`src/rtl/leading_one_pkg.sv`:
```
// Shared types and constants for the leading-one encoder family and its
// inverse (index_accumulator).
package leading_one_pkg;

    localparam int WIDTH = 9;
    localparam int IDX_W = 4;

    // All-ones index means "no bit set".
    localparam logic [IDX_W-1:0] IDX_NONE  = 4'hF;
    localparam logic [IDX_W-1:0] COUNT_MAX = 4'hF;

    // Bit positions within err_o.
    localparam int ERR_INVALID = 0;
    localparam int ERR_DUP     = 1;

    typedef enum logic {
        IDLE    = 1'b0,
        COLLECT = 1'b1
    } acc_state_t;

    // Beat counter increment that sticks at COUNT_MAX.
    function automatic logic [IDX_W-1:0] sat_inc(input logic [IDX_W-1:0] c);
        return (c == COUNT_MAX) ? c : c + IDX_W'(1);
    endfunction

endpackage

```
`src/rtl/index_to_onehot.sv`:
```
// Expands a bit index into a WIDTH-bit one-hot. The null code yields zero
// silently; indices past the word width yield zero and raise invalid.
module index_to_onehot
    import leading_one_pkg::*;
(
    input  logic [IDX_W-1:0] index,
    output logic [WIDTH-1:0] onehot,
    output logic             invalid
);

    // Combinational decode with explicit defaults so no latch is inferred.
    always_comb begin
        onehot  = '0;
        invalid = 1'b0;
        if (index != IDX_NONE) begin
            if (int'(index) < WIDTH) begin
                onehot = WIDTH'(1) << index;
            end else begin
                invalid = 1'b1;
            end
        end
    end

endmodule

```
`src/rtl/index_accumulator.sv`:
```
// Rebuilds a bit vector from a stream of bit indices. Beats are OR-ed into an
// accumulator; the last beat of a word loads the result, beat count and
// error flags into a single output register with valid/ready handshake.
module index_accumulator
    import leading_one_pkg::*;
(
    input  logic             clk_i,
    input  logic             rst_ni,
    input  logic             in_valid_i,
    output logic             in_ready_o,
    input  logic [IDX_W-1:0] index_i,
    input  logic             last_i,
    output logic             out_valid_o,
    input  logic             out_ready_i,
    output logic [WIDTH-1:0] number_o,
    output logic [IDX_W-1:0] count_o,
    output logic [1:0]       err_o
);

    acc_state_t       state;
    logic [WIDTH-1:0] acc;
    logic [IDX_W-1:0] cnt;
    logic [1:0]       perr;

    logic [WIDTH-1:0] onehot;
    logic             invalid;
    logic [WIDTH-1:0] acc_view;
    logic [WIDTH-1:0] word_next;
    logic [IDX_W-1:0] cnt_next;
    logic [1:0]       beat_err;
    logic [1:0]       err_next;
    logic             accept;

    index_to_onehot u_decode (
        .index   (index_i),
        .onehot  (onehot),
        .invalid (invalid)
    );

    // Input may advance whenever the output slot is free or being drained.
    assign in_ready_o = !out_valid_o || out_ready_i;
    assign accept     = in_valid_i && in_ready_o;

    // In IDLE the accumulator is known-empty, so never let stale bits leak.
    assign acc_view  = (state == COLLECT) ? acc : '0;
    assign word_next = acc_view | onehot;
    assign cnt_next  = sat_inc(cnt);
    assign err_next  = perr | beat_err;

    // Per-beat error flags: out-of-range index and re-set of an existing bit.
    always_comb begin
        beat_err              = '0;
        beat_err[ERR_INVALID] = invalid;
        beat_err[ERR_DUP]     = |(acc_view & onehot);
    end

    // Accumulator FSM and output register; a last beat loads the output and
    // clears the accumulator on the same edge.
    always_ff @(posedge clk_i or negedge rst_ni) begin
        if (!rst_ni) begin
            state       <= IDLE;
            acc         <= '0;
            cnt         <= '0;
            perr        <= '0;
            out_valid_o <= 1'b0;
            number_o    <= '0;
            count_o     <= '0;
            err_o       <= '0;
        end else begin
            if (accept) begin
                if (last_i) begin
                    number_o <= word_next;
                    count_o  <= cnt_next;
                    err_o    <= err_next;
                    acc      <= '0;
                    cnt      <= '0;
                    perr     <= '0;
                    state    <= IDLE;
                end else begin
                    acc      <= word_next;
                    cnt      <= cnt_next;
                    perr     <= err_next;
                    state    <= COLLECT;
                end
            end
            if (accept && last_i) begin
                out_valid_o <= 1'b1;
            end else if (out_valid_o && out_ready_i) begin
                out_valid_o <= 1'b0;
            end
        end
    end

endmodule

```
`config.mk`:
```
export PLATFORM = sky130hd
export DESIGN_NAME = index_accumulator
export DESIGN_NICKNAME = d
export VERILOG_FILES = /design/src/rtl/leading_one_pkg.sv /design/src/rtl/index_to_onehot.sv /design/src/rtl/index_accumulator.sv
export SDC_FILE = /design/constraint.sdc
export NUM_CORES = 1
export LEC_CHECK = 0
export CORE_AREA = 4 4 72 74
export DETAILED_ROUTE_END_ITERATION = 8
export DIE_AREA = 0 0 76 78
export GPL_TIMING_DRIVEN = 0
export HOLD_SLACK_MARGIN = 0.05
export MAX_ROUTING_LAYER = met4
export SYNTH_ARGS = -nofsm -noshare
export SYNTH_HDL_FRONTEND = slang
export SYNTH_SLANG_ARGS = --single-unit
```
`constraint.sdc`:
```
create_clock -name clk_i -period 3.66 [get_ports clk_i]
set_input_delay 0.549 -clock clk_i [delete_from_list [all_inputs] [get_ports clk_i]]
set_output_delay 0.549 -clock clk_i [all_outputs]
set_load 0.02 [all_outputs]
```
=== After elaboration in Yosys (flattened, before gate mapping) ===
Cells that the tools add are included.

* Logic and storage cells: 36
* Input port bits: 9
* Flip-flop bits (word level): 32
* Output and inout port bits: 17

* Shift operators: 1
* Equal/unequal tests: 2
* Bitwise logic cells: 3
* Order comparisons: 1
* Mux-type cells: 12
* $add $sub $neg: 1
* Reductions and logical operators: 8

{| class="wikitable"
|+ Operators by type and width
! operator !! number
|-
| two-way mux 9 bit || 4
|-
| bitwise AND 9 bit || 1
|-
| bitwise OR 9 bit || 1
|-
| OR reduction 9 bit || 1
|-
| << shifter 1 x 4 -> 9 bit, first input constant || 1
|-
| two-way mux 4 bit || 2
|-
| two-way mux 1 bit || 5
|-
| adder 4 x 1 -> 4 bit, second input constant || 1
|-
| == test 4 bit, second input constant || 1
|-
| < comparator 4 bit, second input constant || 1
|-
| inequality test 4 bit, second input constant || 1
|-
| logical AND 1 bit || 3
|-
| two-way mux 2 bit || 1
|-
| bitwise OR 2 bit || 1
|-
| AND reduction 2 bit || 1
|-
| nonzero test 2 bit || 1
|-
| zero test 1 bit || 1
|-
| logical OR 1 bit || 1
|}

=== Longest topological paths before layout ===
Gate-level depths: netlist of run 1.

* Word-level depth: 7
* Mapped depth: 6
* Depth with buffers taken out: 5

=== Cells and area by module ===
Synthesis of run 1 repeated with hierarchy kept, for this count alone.

* Cell total of the unflattened synthesis: 157
* Area, all modules: 1,650.3 µm²

{| class="wikitable"
|+ By module, submodules not included
! module !! cells an instance !! area an instance (µm²) !! seq. area each (µm²) !! instances
|-
| index_accumulator || 141 || 1,564.0 || 800.8 || 1
|-
| index_to_onehot || 16 || 86.3 || 0.0 || 1
|}

=== Worst setup path before layout of run 1 ===
Ideal clock, no wire load.

* Path type: input -> register
* Start: in out_ready_i
* End: reg acc[5]
* Setup time: 121 ps
* Cell stages on the path: 5
* Path slack: 1,928 ps
* Data required time: 3,539 ps
* Path buffers: 2
* Data arrival time: 1,611 ps
* Cells stage by stage: nand2b_1 > clkbuf_1 > nand2_1 > clkbuf_1 > a22o_1

* Longest elaborated chain between the ends: 2

{| class="wikitable"
|+ Ends and longest elaborated chain
! what !! line !! text
|-
| from (decl) || index_accumulator.sv:14 || <nowiki>input logic out_ready_i,</nowiki>
|-
| logical OR 1 bit || index_accumulator.sv:41 || <nowiki>assign in_ready_o = !out_valid_o || out_ready_i;</nowiki>
|-
| via in_ready_o || index_accumulator.sv:10 || <nowiki>output logic in_ready_o,</nowiki>
|-
| logical AND 1 bit || index_accumulator.sv:42 || <nowiki>assign accept = in_valid_i && in_ready_o;</nowiki>
|-
| to (signal assigned) || index_accumulator.sv:80 || <nowiki>acc <= word_next;</nowiki>
|-
| to (decl) || index_accumulator.sv:21 || <nowiki>logic [WIDTH-1:0] acc;</nowiki>
|}

The timed path passes the listed nets, and every way through them passes these cells.
A chain may end at the register's enable or synchronous reset.

=== Final worst setup path of run 1 ===
* Start: in out_ready_i
* End: out in_ready_o

* Longest elaborated chain between the ends: 1

{| class="wikitable"
|+ Ends and longest elaborated chain
! what !! line
|-
| logical OR 1 bit || index_accumulator.sv:41
|-
| to (decl) || index_accumulator.sv:10
|}

No other way between the ends.

==> reports/qor.yml, run 1 <==
logic_synthesis:
  synth_edf_count: 0
  synth_commonest_cells: "nand2_1, dfrtp_1, o21ai_0"
  synth_seq_area_share_pct: 51.4
  yosysUniqueCellTypes: 40
  synth_nets: 173
  yosysWarnings: 0
  syn_area_um2: 1560
  async_flop_share_pct: 100
  synth_seq_cells: 32
  synthCells: 163
  synth-main-ff-cell: "dfrtp_1"
  yosysTopAreaCell: "dfrtp_1"
  yosys-top-cells-area: "dfrtp_1, nand2_1, o21ai_0"
  synth.top_cell.area_share_pct: 51.4
  yosysMostFrequentCell: "nand2_1"
  syn_area_per_cell_um2: 9.56
clocking:
  root_buffer: "clkbuf_8"
  worstSkewPairLatency_ns: 0.28
  cts_inserted_buffers: 5
  htreeDepth: 2
  postCtsSetupBuffers: 0
  clock_path_buffers: 2
  clk_pin_slew_ns: 0.07
  cts.sinks: 32
  cts_tree: "done"
  ctsHoldBuffers: 0
  post_cts_resized: 0
grt:
  grt_pass1_wl_mm: 6.11
  grt_antenna_before_repair: 0
  gr-total-overflow: 0
  grt_pass1_vias: 1323
  grt_usage_pct: 12.9
  grt_max_degree: 33
die:
  num_rows: 25
  dieArea_um2: 5930
  ios: 26
  die_h_um: 78
  die_width_um: 76
  initial_utilization_pct: 33.9
  core_area_um2: 4600
detailed_routing:
  drtIter0Drc: 102
  num_vias: 1283
  viasPerCell: 5.15
  routed_wl_mm: 3.45
  dr.pass1.iters: 4
  drc: 0
  wire_per_inst_um: 13.8
  ant_nets: 0
critical_path:
  cp-startpoint: "out_ready_i"
  r2r_end: "perr[1]$_DFFE_PN0P_"
  reg2reg_slack_ns: 2.04
  reg2reg_depth: 5
  critPathMostFrequentCell: "clkdlybuf4s50_1"
  cp-start-kind: "primary input"
  cp.arrival_ns: 1.96
  cp.depth: 4
  crit_chain: "clkdlybuf4s50_1, nand2b_1, clkbuf_1, clkdlybuf4s50_1"
  crit_slowest_cell: "clkdlybuf4s50_1"
  worstPathRequired_ns: 3.11
  crit_type: "primary input to primary output"
  rr_startpoint: "state$_DFFE_PN0P_"
  cp-end-kind: "primary output"
  cp_top_family: "buffers and inverters"
  crit_path_max_incr_delay_ns: 0.66
  cp_num_buf_inv: 3
  endpoint: "in_ready_o"
  cp_max_fo: 7
run_status:
  status: "completed"
pwr:
  power_switching_uw: 259
  power-per-cell-area_nw_per_um2: 449
  power.leakage_uw: 0.000848
  power_frac_seq_pct: 48.1
  comb_power_share_pct: 23.5
  fin_total_pwr_uw: 876
  p_int_uw: 617
  ir_worst_vdd_v: 0.000216
  clkPwrFrac_pct: 28.4
  swShare_pct: 29.6
timing:
  fmax_ghz: 0.399
  rsz0062_at_grt: "no"
  period_needed_ns: 2.50
  finClkSkew_ns: 0.00796
  hold_viol: 0
  fin_crit_sh_pct: 68.4
  slew-limit-headroom_pct: 51.9
  worst_slew_pin_slew_ns: 0.721
  whs_ns: 0.325
  setup_tns_ns: 0
  setup_viol: 0
  slew_violations: 0
final_layout:
  multi_input_area_um2: 694
  fin_nets: 205
  drive_above_1_share_pct: 10.3
  stdcell_count: 249
  filler_cell_count: 465
  syn2layout_area_growth_pct: 25.0
  register_area_um2: 801
  antenna_cells: 0
place:
  port_buffers: 25
  dp.cells: 242
  hpwl_mm: 2.48
  routabilityCongestion: 0.892
flow_run:
  maxCapViolations: 0
worst_hold_path:
  min-delay-path-class: "primary input to async pin"
## power by group through the flow
| stage | Combinational (uW) | Sequential (uW) | Clock, uW |
|---|---|---|---|
| finish | 206 | 421 | 248 |
| global route | 229 | 428 | 277 |
| CTS | 209 | 421 | 258 |
| detailed placement | 208 | 427 | 0 |
| global placement | 207 | 426 | 0 |
| floorplan | 82.4 | 456 | 0 |
## worst min path at each step
stage                                        from                       to  cells past startpoint
after floorplan                            rst_ni       acc[0]$_DFFE_PN0P_                      0
after global placement    number_o[1]$_DFFE_PN0P_  number_o[1]$_DFFE_PN0P_                      2
after detailed placement  number_o[1]$_DFFE_PN0P_  number_o[1]$_DFFE_PN0P_                      2
after CTS                                  rst_ni  number_o[7]$_DFFE_PN0P_                      1
after global routing                       rst_ni  number_o[7]$_DFFE_PN0P_                      1
final                                      rst_ni  number_o[7]$_DFFE_PN0P_                      1
## registers in the layout (all words and copies together), names as in the netlist
signal,cells
acc,9
cnt,4
count_o,4
err_o,2
number_o,9
out_valid_o,1
perr,2
state,1
## routing by layer
layer | routed length (um) | track usage (%)
met5 | 0 | -
met3 | 154 | 4.06
met2 | 1620 | 19.4
met1 | 1660 | 16.8
met4 | 12 | 3.56
## worst register-to-register path: stages (launching register included)
cell and delay (ns):
dfrtp_1 0.43, clkbuf_1 0.24, nand2_1 0.18, o22ai_2 0.10
nor4_2 0.43, nor2_1 0.11
## area by class of cell
| class | instances | area share [%] |
|---|---|---|
| Timing Repair Buffer | 25 | 12.6 |
| Clock buffer | 6 | 3.72 |
| Tap cell | 54 | 3.47 |
| Sequential cell | 32 | 41.1 |
| Inverter | 2 | 0.385 |
| Clock inverter | 1 | 0.257 |
| Multi-Input combinational cell | 119 | 35.6 |
| Buffer | 10 | 2.89 |
## cell families (layout without fill, tap and decap cells)
family	count (synthesis)	count (layout)	share of synthesized area [%]
buf+inv	12	44	4.09
mux	4	4	2.65
simple gates	68	68	21.2
fa+ha+maj	1	1	0.802
flops	32	32	51.4
compound gates	45	45	19.3
xor+xnor	1	1	0.562
## layout by cell type (no fill, tap or decap), drive strengths merged, types with 3 or more instances in the layout
cell and count:
o21ai 17, nand2 33, nor2 14, clkbuf 12, a22o 7, or4b 3, clkdlybuf4s50 24, nand3 5
o22ai 3, dfrtp 32, a21oi 6, mux2i 3, a31oi 5, buf 5
## metrics by stage
stage               cell area (um^2)  setup WS (ns)  util [%]
CTS                             1950           1.15      42.4
detailed placement              1870           1.17      40.7
floorplan                       1560           1.93         -
global route                    1950           1.08      42.4
finish                          1950           1.16      42.4
global placement                1880           1.15      40.8
No activity file was read; power rests on OpenSTA's default activity.
==> inputs of run 2 (changes only) <==
==> constraint.sdc (replaced) <==
create_clock -name clk_i -period 2.55 [get_ports clk_i]
set_input_delay 0.3825 -clock clk_i [delete_from_list [all_inputs] [get_ports clk_i]]
set_output_delay 0.3825 -clock clk_i [all_outputs]
set_load 0.02 [all_outputs]
==> results of run 2 <==
The final DEF is identical to that of run 1. Status: completed.
Main changes from that run: setup slack after placement 1.17 ns -> 0.358 ns; setup slack after layout 1.16 ns -> 0.379 ns; hold slack 0.325 ns -> 0.158 ns; register-to-register setup slack 2.04 ns -> 0.93 ns; total power 876 uW -> 1260 uW; worst IR drop on VDD 0.000216 V -> 0.000309 V
==> inputs of run 3 (changes only) <==
--- a/config.mk
+++ b/config.mk
@@ -6,6 +6,7 @@
 export NUM_CORES = 1
 export LEC_CHECK = 0
 export CORE_AREA = 4 4 72 74
+export CTS_CLUSTER_SIZE = 14
 export DETAILED_ROUTE_END_ITERATION = 8
 export DIE_AREA = 0 0 76 78
 export GPL_TIMING_DRIVEN = 0
==> constraint.sdc (replaced) <==
create_clock -name clk_i -period 1.8 [get_ports clk_i]
set_input_delay 0.27 -clock clk_i [delete_from_list [all_inputs] [get_ports clk_i]]
set_output_delay 0.27 -clock clk_i [all_outputs]
set_load 0.02 [all_outputs]
==> run 3 against run 2 <==
Register-to-register slack got worse by 0.75 ns. Count of clock-buffer cells in the layout unchanged. Sequential power increased by 41%. Sequential share of layout area decreased by 0.16 points. Worst setup slack got worse by 0.29 ns. Critical endpoint is now err_o[1]$_DFFE_PN0P_. Via count unchanged. Clock skew about the same. Largest power group unchanged. Largest cell class unchanged.
==> reports/qor.yml, run 3 (synthesis gave the netlist of run 1 again) <==
critical_path:
  crit_type: "primary input to register"
  worstPathRequired_ns: 2.01
  reg2reg_slack_ns: 0.18
  cp.arrival_ns: 1.93
  r2r_end: "acc[5]$_DFFE_PN0P_"
  reg2reg_depth: 5  # unchanged
  cp-end-kind: "register"
  cp-start-kind: "primary input"
  cp_max_fo: 9  # +2
  rr_startpoint: "out_valid_o$_DFFE_PN0P_"
pwr:
  power-per-cell-area_nw_per_um2: 910
  ir_worst_vdd_v: 0.000438
  power.leakage_uw: 0.000852  # +0.57%
place:
  routabilityCongestion: 0.892  # unchanged
  hpwl_mm: 2.48  # unchanged
  dpl-instance-area_um2: 1870  # unchanged
  port_buffers: 25  # unchanged
  dp.cells: 242  # unchanged
detailed_routing:
  ant_nets: 0  # unchanged
  wl_met2_mm: 1.61  # -0.31%
  wire_per_inst_um: 13.9  # +0.58%
  viasPerCell: 5.15  # unchanged
  drtIter0Drc: 85  # -17%
  wl_met3_um: 169  # +9.7%
  wl_met1_mm: 1.67  # +0.54%
  routed_wl_mm: 3.47  # +0.58%
  dr.pass1.iters: 4  # unchanged
  num_vias: 1283  # unchanged
  drc: 0  # unchanged
  top_layer: "met4"
die:
  num_rows: 25  # unchanged
  dieArea_um2: 5930  # unchanged
  initial_utilization_pct: 33.9  # unchanged
  core_area_um2: 4600  # unchanged
  die_h_um: 78  # unchanged
  die_width_um: 76  # unchanged
  ios: 26  # unchanged
timing:
  slew_violations: 0  # unchanged
  rsz0062_at_grt: "no"
  setup_viol: 0  # unchanged
  period_needed_ns: 1.72
  fin_crit_sh_pct: 95.3
  setup_tns_ns: 0  # unchanged
  worst_slew_pin_slew_ns: 0.723  # +0.00172 ns
  slew-limit-headroom_pct: 51.8  # -0.11 points
  finClkSkew_ns: 0.00812  # +0.000167 ns
  hold_viol: 0  # unchanged
  fmax_ghz: 0.583
clocking:
  clk_pin_slew_ns: 0.07  # about the same
  cts.sinks: 32  # unchanged
  postCtsSetupBuffers: 0  # unchanged
  worstSkewPairLatency_ns: 0.28  # about the same
  cts_tree: "done"
  cts_inserted_buffers: 5  # unchanged
  clock_path_buffers: 2  # unchanged
  htreeDepth: 2  # unchanged
  root_buffer: "clkbuf_8"
final_layout:
  drive_above_1_share_pct: 10.3  # unchanged
  fin_nets: 205  # unchanged
  antenna_cells: 0  # unchanged
  final_common_cell: "nand2_1"
  design_area_um2: 1960  # +0.39%
  stdcell_count: 249  # unchanged
  reg_top3: "acc x9, number_o x9"
  layout_common_cells: "nand2_1, dfrtp_1, clkdlybuf4s50_1, o21ai_0, nor2_1"
  syn2layout_area_growth_pct: 25.5
  final_util_pct: 42.6  # +0.16 points
grt:
  gr-total-overflow: 0  # unchanged
  grt_pass1_vias: 1323  # unchanged
  grt_antenna_before_repair: 0  # unchanged
  grt_max_degree: 33  # unchanged
  grt_usage_pct: 12.9  # unchanged
  grt_pass1_wl_mm: 6.11  # unchanged
flow_run:
  maxCapViolations: 0  # unchanged
worst_hold_path:
  min-delay-path-class: "primary input to async pin"
run_status:
  status: "completed"
==> run 3: power breakdown <==
part	switching (uW)	internal [uW]
clock	243	262
combinational	230	190
sequential	55.3	801
==> run 3: worst max-delay path by stage <==
stage	startpoint	slack, ns	depth (start not counted)	end
detailed placement	index_i[2]	-0.28	6	perr[1]$_DFFE_PN0P_
global route	out_ready_i	0.007	6	acc[6]$_DFFE_PN0P_
CTS	index_i[2]	0.02	6	perr[1]$_DFFE_PN0P_
floorplan	out_valid_o$_DFFE_PN0P_	0.17	5	acc[5]$_DFFE_PN0P_
global placement	index_i[2]	-0.25	6	err_o[1]$_DFFE_PN0P_
finish	index_i[3]	0.08	5	err_o[1]$_DFFE_PN0P_
==> run 3: final cells by class <==
| type | instances | area (um^2) |
|---|---|---|
| Fill cell | 466 | 2640 |
| Sequential cell | 32 | 801 |
| Multi-Input combinational cell | 119 | 703 |
| Timing Repair Buffer | 25 | 244 |
| Clock buffer | 6 | 72.6 |
| Tap cell | 54 | 67.6 |
| Buffer | 10 | 56.3 |
| Inverter | 2 | 7.51 |
| Clock inverter | 1 | 5.00 |
==> run 3: what timing repair did <==
action,in CTS,in global routing
hold buffers,0,0
setup endpoints to repair,1,2
pin swaps,0,0
resized for setup,1,1
==> run 3: worst max-delay path: stages <==
cell,delay (ns)
clkdlybuf4s50_1,0.55
or4bb_1,0.58
o22ai_1,0.27
nor4_4,0.11
a21oi_2,0.13
==> run 3: routing by layer <==
metal	vias up	global-route usage, %
li1	643	-
met1	607	16.8
met2	31	19.4
met3	2	4.06
met4	0	3.56
met5	-	-
==> run 3: metrics by stage <==
stage | setup slack (ns) | power, uW | hold WS (ns)
floorplan | 0.166 | 1100 | -0.0256
CTS | 0.0226 | 1810 | 0.0734
global route | 0.00691 | 1900 | 0.0956
detailed placement | -0.279 | 1290 | 0.375
finish | 0.0846 | 1780 | 0.0462
global placement | -0.246 | 1290 | 0.459
==> patch, RTL diff (flow settings as in run 2) <==
Change the package constant `WIDTH` from 9 to 8.
--- a/src/rtl/leading_one_pkg.sv
+++ b/src/rtl/leading_one_pkg.sv
@@ -3,5 +3,5 @@
 package leading_one_pkg;
 
-    localparam int WIDTH = 9;
+    localparam int WIDTH = 8;
     localparam int IDX_W = 4;
 
Interface: changed (resized number_o); port bits go from 26 to 25. No check against the original RTL was run, so the function may have changed too.
==> patch against run 2 <==
  * Routed wire length up 2.6%
  * Sequential cell count decreased by 2
  * Design area shrank 6.2%
  * Area after synthesis shrank 5.8%
  * Power is 2.3% lower
  * Largest cell class unchanged
  * First-iteration DRC count is 19% lower
  * Largest power group unchanged
  * Setup slack better by 100 ps
  * Clock skew shrank 3.2 ps
  * Critical endpoint unchanged
==> patch: results (changes against run 2) <==
RUN STATUS
----------------------------------------------------------------------------------------
Status                                                                      finished clean

GLOBAL ROUTING
----------------------------------------------------------------------------------------
Pin count of the biggest net entering global routing                                  31   -6.1%
M2 GR Usage                                                                        0.193   -0.000856
Global-route wire length before repair                                           5820 µm   -4.7%
Total track usage                                                                  0.129   -0.000407
Met1 track utilization from global routing                                         0.157   -0.0106

PWR
----------------------------------------------------------------------------------------
Switching power                                                               0.000371 W   -0.17%
Part of the total power dissipated in sequential elements                          0.467   -0.014
Leakage power total                                                             0.759 nW   -11%
Power in the clock group                                                      0.000355 W   about the same
Power consumed by sequential cells                                            0.000574 W   -5.1%

FINAL LAYOUT
----------------------------------------------------------------------------------------
FFs & Latches                                                                         30   -6.3%
Count of clock-net buffers in the final layout                                         7   +1
Layout multi-input combinational cell count                                          115   -3.4%
Storage cell area                                                                751 µm²   -6.3%
Count of filler cells inserted in the layout                                         461   -0.86%
Fraction of layout cells with a size suffix above 1                               0.0856   -0.0170
Number of nets in the layout                                                         197   -3.9%
Area share of buffers outside the clock network                                    0.150   -0.00479
Multi-input gate share of total cell area                                          0.359   +0.00243
Inverters                                                                              1   -1

PLACEMENT
----------------------------------------------------------------------------------------
Count of input and output buffers                                                     22   -12%
Pre-CTS setup slack                                                               483 ps   +125 ps
Cell Area, Placed                                                               1760 µm²   -6.2%
Final estimated routing congestion in global placement                             0.786   -12%
Total half-perimeter wirelength after legalization and detailed placement        2400 µm   -3.2%

SYNTHESIS
----------------------------------------------------------------------------------------
Avg Inst Size Synth                                                             9.30 µm²   -2.8%
Number of nets in the synthesized netlist                                            168   -2.9%
Fraction of the yosys area taken by sequential cells                               0.511   -0.00257
Share of synthesized area spent on multiplexers                                   0.0434   +0.0170
Share of the synthesized area in compound gates (AO/OA/AOI/OAI)                    0.210   +0.0161
Number of distinct library cells after synthesis                                      35   -13%
Fraction of the mapped netlist area in adder cells                               0.00852   +0.000492
Xor/xnor cell area share of the yosys netlist                                    0.00596   +0.000345

ROUTING
----------------------------------------------------------------------------------------
Met3 routed wirelength                                                            174 µm   +13%
Initial detailed-routing violation count                                              83   -19%
Vias post-DR                                                                        1253   -2.3%

STA
----------------------------------------------------------------------------------------
Clock skew after layout                                                          4.73 ps   -3.23 ps

WORST SETUP PATH
----------------------------------------------------------------------------------------
Largest stage delay, worst path                                                   620 ps   -40 ps
WP data arrival                                                                  1690 ps   -100 ps

## patch: cell types whose count changed after synthesis, moves of 3 or more
cell                             run 2  this run
sky130_fd_sc_hd__nand2_1            33        30
sky130_fd_sc_hd__o31a_1              0         3
sky130_fd_sc_hd__buf_2               2         5
sky130_fd_sc_hd__a21oi_1             5         9
sky130_fd_sc_hd__a31oi_1             5         2
sky130_fd_sc_hd__a22o_1              7         0
## patch: final timing paths
check | startpoint | endpoint | slack, ps | cells past startpoint
setup / recovery | out_ready_i | in_ready_o | 480 | 4
hold / removal | rst_ni | count_o[0] | 140 | 1
setup reg to reg | out_valid_o | number_o[5] | 1030 | 6
hold reg to reg | count_o[0] | count_o[0] | 480 | 2
max in group asynchronous | rst_ni | number_o[5] | 1970 | 1
min in group clk_i | index_i[2] | acc[3] | 460 | 3
